===== config.mk =====
export PLATFORM = sky130hd
export DESIGN_NAME = regfile_operand_fetch
export DESIGN_NICKNAME = d
export VERILOG_FILES = /design/src/rtl/regfile_pkg.sv /design/src/rtl/regfile_fwd_mux.sv /design/src/rtl/regfile_operand_fetch.sv
export SDC_FILE = /design/constraint.sdc
export NUM_CORES = 1
export LEC_CHECK = 0
export CORE_MARGIN = 5
export CORE_UTILIZATION = 42
export CTS_BUF_LIST = sky130_fd_sc_hd__clkbuf_4 sky130_fd_sc_hd__clkbuf_8 sky130_fd_sc_hd__clkbuf_16
export DETAILED_ROUTE_END_ITERATION = 8
export MAX_ROUTING_LAYER = met4
export PLACE_DENSITY = 0.78
export SYNTH_ARGS = -nofsm -noshare
export SYNTH_HDL_FRONTEND = slang
export SYNTH_SLANG_ARGS = --single-unit

===== constraint.sdc =====
create_clock -name clk -period 2.5 [get_ports clk]
set_input_delay 0.75 -clock clk [delete_from_list [all_inputs] [get_ports clk]]
set_output_delay 0.75 -clock clk [all_outputs]
set_load 0.01 [all_outputs]

===== src/rtl/regfile_pkg.sv =====
// Shared types and helpers for the register-file operand-fetch stage.
// Imported by the fetch top and its per-operand forwarding mux.
package regfile_pkg;

  localparam int RF_ADDR_W = 4;
  localparam int RF_DATA_W = 32;

  typedef enum logic [1:0] {
    IDLE,
    RD1,
    RD2,
    VALID
  } fetch_state_e;

  function automatic logic is_x0(
    input logic [RF_ADDR_W-1:0] addr
  );
    return addr == '0;
  endfunction

endpackage


===== src/rtl/regfile_fwd_mux.sv =====
// One operand slot: forward flag, x0 zeroing, capture register,
// and writeback tracking while the operand is held.
module regfile_fwd_mux
  import regfile_pkg::*;
#(
  parameter int ADDR_W = RF_ADDR_W,
  parameter int DATA_W = RF_DATA_W
) (
  input  logic              clk,
  input  logic              rst_n,
  input  logic              issue,
  input  logic              capture,
  input  logic              hold,
  input  logic [ADDR_W-1:0] idx,
  input  logic [DATA_W-1:0] rd_data,
  input  logic              wr_en,
  input  logic [ADDR_W-1:0] wr_addr,
  input  logic [DATA_W-1:0] wr_data,
  output logic [DATA_W-1:0] data
);

  logic              wb_hit;
  logic              fwd_q;
  logic [DATA_W-1:0] fwd_data_q;
  logic [DATA_W-1:0] cap_val;
  logic [DATA_W-1:0] data_q;

  assign wb_hit = wr_en && (wr_addr == idx);
  assign data   = data_q;

  // Capture value: the newest source wins (same-edge wb, then
  // issue-edge forward, then the memory's pre-write read data).
  always_comb begin
    cap_val = rd_data;
    if (is_x0(idx)) begin
      cap_val = '0;
    end else if (wb_hit) begin
      cap_val = wr_data;
    end else if (fwd_q) begin
      cap_val = fwd_data_q;
    end
  end

  // Forward flag: remember a write that raced the read at issue.
  always_ff @(posedge clk or negedge rst_n) begin
    if (!rst_n) begin
      fwd_q      <= 1'b0;
      fwd_data_q <= '0;
    end else if (issue) begin
      fwd_q      <= wb_hit;
      fwd_data_q <= wr_data;
    end
  end

  // Operand register: capture once, then follow later writebacks.
  always_ff @(posedge clk or negedge rst_n) begin
    if (!rst_n) begin
      data_q <= '0;
    end else if (capture) begin
      data_q <= cap_val;
    end else if (hold && wb_hit) begin
      data_q <= wr_data;
    end
  end

endmodule


===== src/rtl/regfile_operand_fetch.sv =====
// Operand fetch in front of a 1-cycle buffered register memory:
// read issue, x0 rule, wb forwarding and valid/ready to execute.
module regfile_operand_fetch
  import regfile_pkg::*;
#(
  parameter int ADDR_W     = RF_ADDR_W,
  parameter int DATA_W     = RF_DATA_W,
  parameter int READ_PORTS = 2
) (
  input  logic                         clk,
  input  logic                         rst_n,
  input  logic                         req_valid,
  output logic                         req_ready,
  input  logic [ADDR_W-1:0]            req_rs1,
  input  logic [ADDR_W-1:0]            req_rs2,
  output logic                         op_valid,
  input  logic                         op_ready,
  output logic [DATA_W-1:0]            op_rs1_data,
  output logic [DATA_W-1:0]            op_rs2_data,
  input  logic                         wb_en,
  input  logic [ADDR_W-1:0]            wb_addr,
  input  logic [DATA_W-1:0]            wb_data,
  output logic [READ_PORTS-1:0]        mem_rd_en,
  output logic [READ_PORTS*ADDR_W-1:0] mem_rd_addr,
  input  logic [READ_PORTS*DATA_W-1:0] mem_rd_data,
  output logic                         mem_wr_en,
  output logic [ADDR_W-1:0]            mem_wr_addr,
  output logic [DATA_W-1:0]            mem_wr_data
);

  localparam bit SERIAL = (READ_PORTS == 1);

  fetch_state_e      state;
  fetch_state_e      state_nxt;
  logic              accept;
  logic [ADDR_W-1:0] rs1_q;
  logic [ADDR_W-1:0] rs2_q;
  logic [ADDR_W-1:0] rs1_idx;
  logic [ADDR_W-1:0] rs2_idx;
  logic              iss1;
  logic              iss2;
  logic              cap1;
  logic              cap2;
  logic              hold1;
  logic              hold2;
  logic [DATA_W-1:0] rd_data0;
  logic [DATA_W-1:0] rd_data1;

  // x0 is never written; the memory itself does not know that.
  assign mem_wr_en   = wb_en && !is_x0(wb_addr);
  assign mem_wr_addr = wb_addr;
  assign mem_wr_data = wb_data;

  assign op_valid = (state == VALID);

  // Issue index comes straight from decode in the accept cycle.
  assign rs1_idx = accept ? req_rs1 : rs1_q;
  assign rs2_idx = accept ? req_rs2 : rs2_q;

  // State register.
  always_ff @(posedge clk or negedge rst_n) begin
    if (!rst_n) begin
      state <= IDLE;
    end else begin
      state <= state_nxt;
    end
  end

  // Next-state logic.
  always_comb begin
    state_nxt = state;
    unique case (state)
      IDLE: begin
        if (accept) state_nxt = RD1;
      end
      RD1: begin
        state_nxt = SERIAL ? RD2 : VALID;
      end
      RD2: begin
        state_nxt = VALID;
      end
      VALID: begin
        if (accept) begin
          state_nxt = RD1;
        end else if (op_ready) begin
          state_nxt = IDLE;
        end
      end
      default: state_nxt = IDLE;
    endcase
  end

  // Handshake and per-operand strobes.
  always_comb begin
    req_ready = 1'b0;
    cap1      = 1'b0;
    cap2      = 1'b0;
    hold1     = 1'b0;
    hold2     = 1'b0;
    iss2      = 1'b0;
    unique case (state)
      IDLE: begin
        req_ready = 1'b1;
      end
      RD1: begin
        cap1 = 1'b1;
        cap2 = !SERIAL;
        iss2 = SERIAL;
      end
      RD2: begin
        cap2  = 1'b1;
        hold1 = 1'b1;
      end
      VALID: begin
        req_ready = op_ready;
        hold1     = 1'b1;
        hold2     = 1'b1;
      end
      default: ;
    endcase
    accept = req_valid && req_ready && rst_n;
    iss1   = accept;
    if (!SERIAL) iss2 = accept;
    if (accept) begin
      hold1 = 1'b0;
      hold2 = 1'b0;
    end
  end

  // Indices latched at accept for later issue and capture.
  always_ff @(posedge clk or negedge rst_n) begin
    if (!rst_n) begin
      rs1_q <= '0;
      rs2_q <= '0;
    end else if (accept) begin
      rs1_q <= req_rs1;
      rs2_q <= req_rs2;
    end
  end

  generate
    if (SERIAL) begin : g_serial
      assign mem_rd_en   = accept || (state == RD1);
      assign mem_rd_addr = accept ? req_rs1 : rs2_q;
      assign rd_data0    = mem_rd_data[DATA_W-1:0];
      assign rd_data1    = mem_rd_data[DATA_W-1:0];
    end else begin : g_dual
      assign mem_rd_en   = {accept, accept};
      assign mem_rd_addr = {req_rs2, req_rs1};
      assign rd_data0    = mem_rd_data[DATA_W-1:0];
      assign rd_data1    = mem_rd_data[2*DATA_W-1:DATA_W];
    end
  endgenerate

  regfile_fwd_mux #(
    .ADDR_W (ADDR_W),
    .DATA_W (DATA_W)
  ) u_fwd_rs1 (
    .clk     (clk),
    .rst_n   (rst_n),
    .issue   (iss1),
    .capture (cap1),
    .hold    (hold1),
    .idx     (rs1_idx),
    .rd_data (rd_data0),
    .wr_en   (mem_wr_en),
    .wr_addr (wb_addr),
    .wr_data (wb_data),
    .data    (op_rs1_data)
  );

  regfile_fwd_mux #(
    .ADDR_W (ADDR_W),
    .DATA_W (DATA_W)
  ) u_fwd_rs2 (
    .clk     (clk),
    .rst_n   (rst_n),
    .issue   (iss2),
    .capture (cap2),
    .hold    (hold2),
    .idx     (rs2_idx),
    .rd_data (rd_data1),
    .wr_en   (mem_wr_en),
    .wr_addr (wb_addr),
    .wr_data (wb_data),
    .data    (op_rs2_data)
  );

endmodule


==> results.ini <==
[hold_path]
min_path_type=input port to async pin

[run_status]
status=finished clean

[placed_design]
gp_congestion=0.8857
place_hpwl_um=17180
portBuffers=225
dp_slack_ns=-0.6452

[global_routing]
use_met1_pct=34.49
grt_pass1_vias=6913
grt_max_degree=60
grt_pass1_wl_um=37450
grt-busiest-layer=met2
globalRouteMet3Util_pct=5.181
grt_use_met2_pct=42.17
antenna_found_initial=0
grt_overflow=0
gr-usage-all-layers_pct=26.73

[yosys]
ys_ff_latch=108
yosys_warnings=0
syn-cell-area_mm2=0.006663
synth_fp_nets=872
synth-edff-count=0
ys_seq_area_share_pct=40.56
avgSynthCellArea_um2=8.825
synthArstFlopShare_pct=100.0
dominantRegCellSynth=dfrtp_1
synth_cell_types=54
synth_cells=755

[timing]
relSlewSlack_pct=45.24
hold_violations=0
rsz0062_at_grt=yes
period_needed_ns=2.498
fin_skew_ns=0.009197
worst_slew_pin_slew_ns=0.8214
max_freq_mhz=400.4
slew_viol_final=0
timing.final.crit_share_pct=99.91
setup_viol=0
fin_ws_ns=0.002216

[drt]
routed_via_density=5.567
wl_per_cell_um=20.50
ant_nets=0
drt-initial-drc-count=632
num_vias=6842
wl_um=25200
drc=0
dr.pass1.iters=5

[critical_path]
rrSetupSlack_ns=0.002
crit_path_end_kind=flip-flop
cpPeakStageDelay_ns=0.40
worstReg2RegEnd=u_fwd_rs1.data[26]
critical_path_required_ns=2.79
cp.arrival_ns=2.79
cp_cell_sequence=inv_2, ha_4, and3b_2, nand2_4, buf_12, or3_4, o2111a_2, buf_4, a211oi_1, a311o_1
worst-r2r-cell-count=10
crit_type=flip-flop to flip-flop
cp_slowest_cell=dfrtp_1
cp_max_fo=14
critPathLaunchType=flip-flop
reg2reg_from=state[0]

[job]
maxCapViolCount=0

[cts]
clockBufferDepth=2
clock_sinks=108
clock-root-buffer=clkbuf_16
path_clk_slew_ns=0.07
cts_tree=done
htreeDepth=3
cts_buffers=9
clkLatencyLatePin_ns=0.36

[final_layout]
layout-drive-gt1-share_pct=22.11
diodes=0
mostFrequentLayoutCells=clkdlybuf4s50_1 (172), nand2_1 (144), dfrtp_1 (106)
num-nets-final=1125
area_growth_pct=54.72
layout_commonest_cell=clkdlybuf4s50_1
postLayoutCoreUtil_pct=65.61

[die]
pin_count=226
fp.dieW_um=136.0
dieArea_mm2=0.01848
initial_core_util_pct=42.40
core_area_mm2=0.01571
die_h_um=136.0
row_count=46

[power]
ir_worst_vdd_mv=0.6238
powerDensity_mw_per_mm2=1239
static-leakage-power_nw=4.546

synth_stat cells, drive strengths merged (6+ instances only):
| cell type | instances | area [um2] |
|---|---|---|
| clkbuf | 44 | 165.2 |
| a21oi | 38 | 201.5 |
| or4 | 29 | 217.7 |
| nor3 | 6 | 35.03 |
| a211oi | 35 | 262.8 |
| mux2i | 64 | 640.6 |
| nand2b | 6 | 37.54 |
| a31oi | 18 | 118.9 |
| and2 | 7 | 43.79 |
| o21a | 6 | 45.04 |
| buf | 64 | 447.9 |
| o211a | 8 | 80.08 |
| nor2 | 21 | 78.83 |
| o221a | 17 | 191.4 |
| nand3 | 9 | 45.04 |
| dfrtp | 108 | 2703 |
| inv | 46 | 172.7 |
| nand2 | 145 | 546.8 |
| xor2 | 6 | 52.55 |
| o21ai | 33 | 165.2 |
| o22ai | 7 | 50.05 |
cells by family (layout without fill, tap and decap cells):
logic type / count (synthesis) / after routing / synth area share (%)
DFF: 108 / 108 / 40.56
buffers and inverters: 154 / 412 / 11.79
muxes: 66 / 66 / 9.953
and+or+nand+nor: 236 / 236 / 16.66
adders and majority gates: 4 / 4 / 0.7512
AOI/OAI and AO/OA: 180 / 180 / 19.36
xor gates and xnor gates: 7 / 7 / 0.9202
critical path, delay by kind of cell (launching register included):
kind / cells / cell delay, ns
AO/OA/AOI/OAI: 3 / 0.67
adder cells (fa/ha/maj): 1 / 0.21
buffers and inverters: 3 / 0.45
flip-flops: 1 / 0.40
AND/OR/NAND/NOR: 3 / 0.71
per-stage QoR:
step / hold WS (ns) / TNS, ns / cell area, um2 / power [W] / instances
after floorplan: 0.4544 / 0 / 6663 / 0.007027 / 755
after global placement: 0.4795 / -37.23 / 9493 / 0.01021 / 1196
after detailed placement: 0.4924 / -39.53 / 9493 / 0.01036 / 1196
after CTS: 0.3420 / 0 / 9843 / 0.01197 / 1218
after global routing: 0.3570 / -1.290 / 10310 / 0.01353 / 1229
final: 0.3535 / 0 / 10310 / 0.01277 / 1229
state kept, by name (all words and copies together) (netlist names):
name	flops
u_fwd_rs1.data	32
u_fwd_rs1.fwd_data_q	32
u_fwd_rs2.data	32
rs1_q	4
rs2_q	4
state	2
u_fwd_rs1.fwd_q	1
u_fwd_rs2.fwd_q	1
power breakdown:
group / switching, W / internal (W) / total (W) / leakage [nW]
sequential: 0.000693 / 0.00265 / 0.00334 / 1.31
combinational: 0.00392 / 0.00399 / 0.00791 / 3.08
clock: 0.000667 / 0.000858 / 0.00153 / 0.157
worst max path at each step:
stage                from                  to  slack (ns)  cells past startpoint
6_report         state[0]  u_fwd_rs1.data[26]       0.002                     10
3_5_place_dp     op_ready  u_fwd_rs2.data[22]       -0.65                      9
2_1_floorplan    state[0]  u_fwd_rs1.data[11]       0.005                     11
5_1_grt          state[1]  u_fwd_rs1.data[12]       -0.12                     11
3_3_place_gp     op_ready  u_fwd_rs2.data[22]       -0.60                      9
4_1_cts        req_rs1[0]  u_fwd_rs1.data[13]      0.0007                      8
final cells by class:
class,instances,area (um2)
clock buffer,13,267.8
multi-input combinational,493,3430
inverter,46,180.2
clock inverter,3,43.79
sequential,108,2705
fill,1291,5404
timing repair buffer,350,3412
tap,216,270.3
per-layer routing:
metal | vias up | wire, um
li1 | 3135 | -
met2 | 370 | 11980
met1 | 3276 | 10410
met4 | 0 | 745
met3 | 61 | 2068
met5 | - | 0
timing repair:
item | in CTS | in global routing
buffers inserted | 5 | 7
hold endpoints to repair | 0 | 0
resized for setup | 80 | 91
endpoints found under the setup margin | 115 | 68
gates cloned | 1 | 4
hold buffers | 0 | 0
pin swaps | 9 | 25
Note: power is estimated with default switching activity, not from simulation.
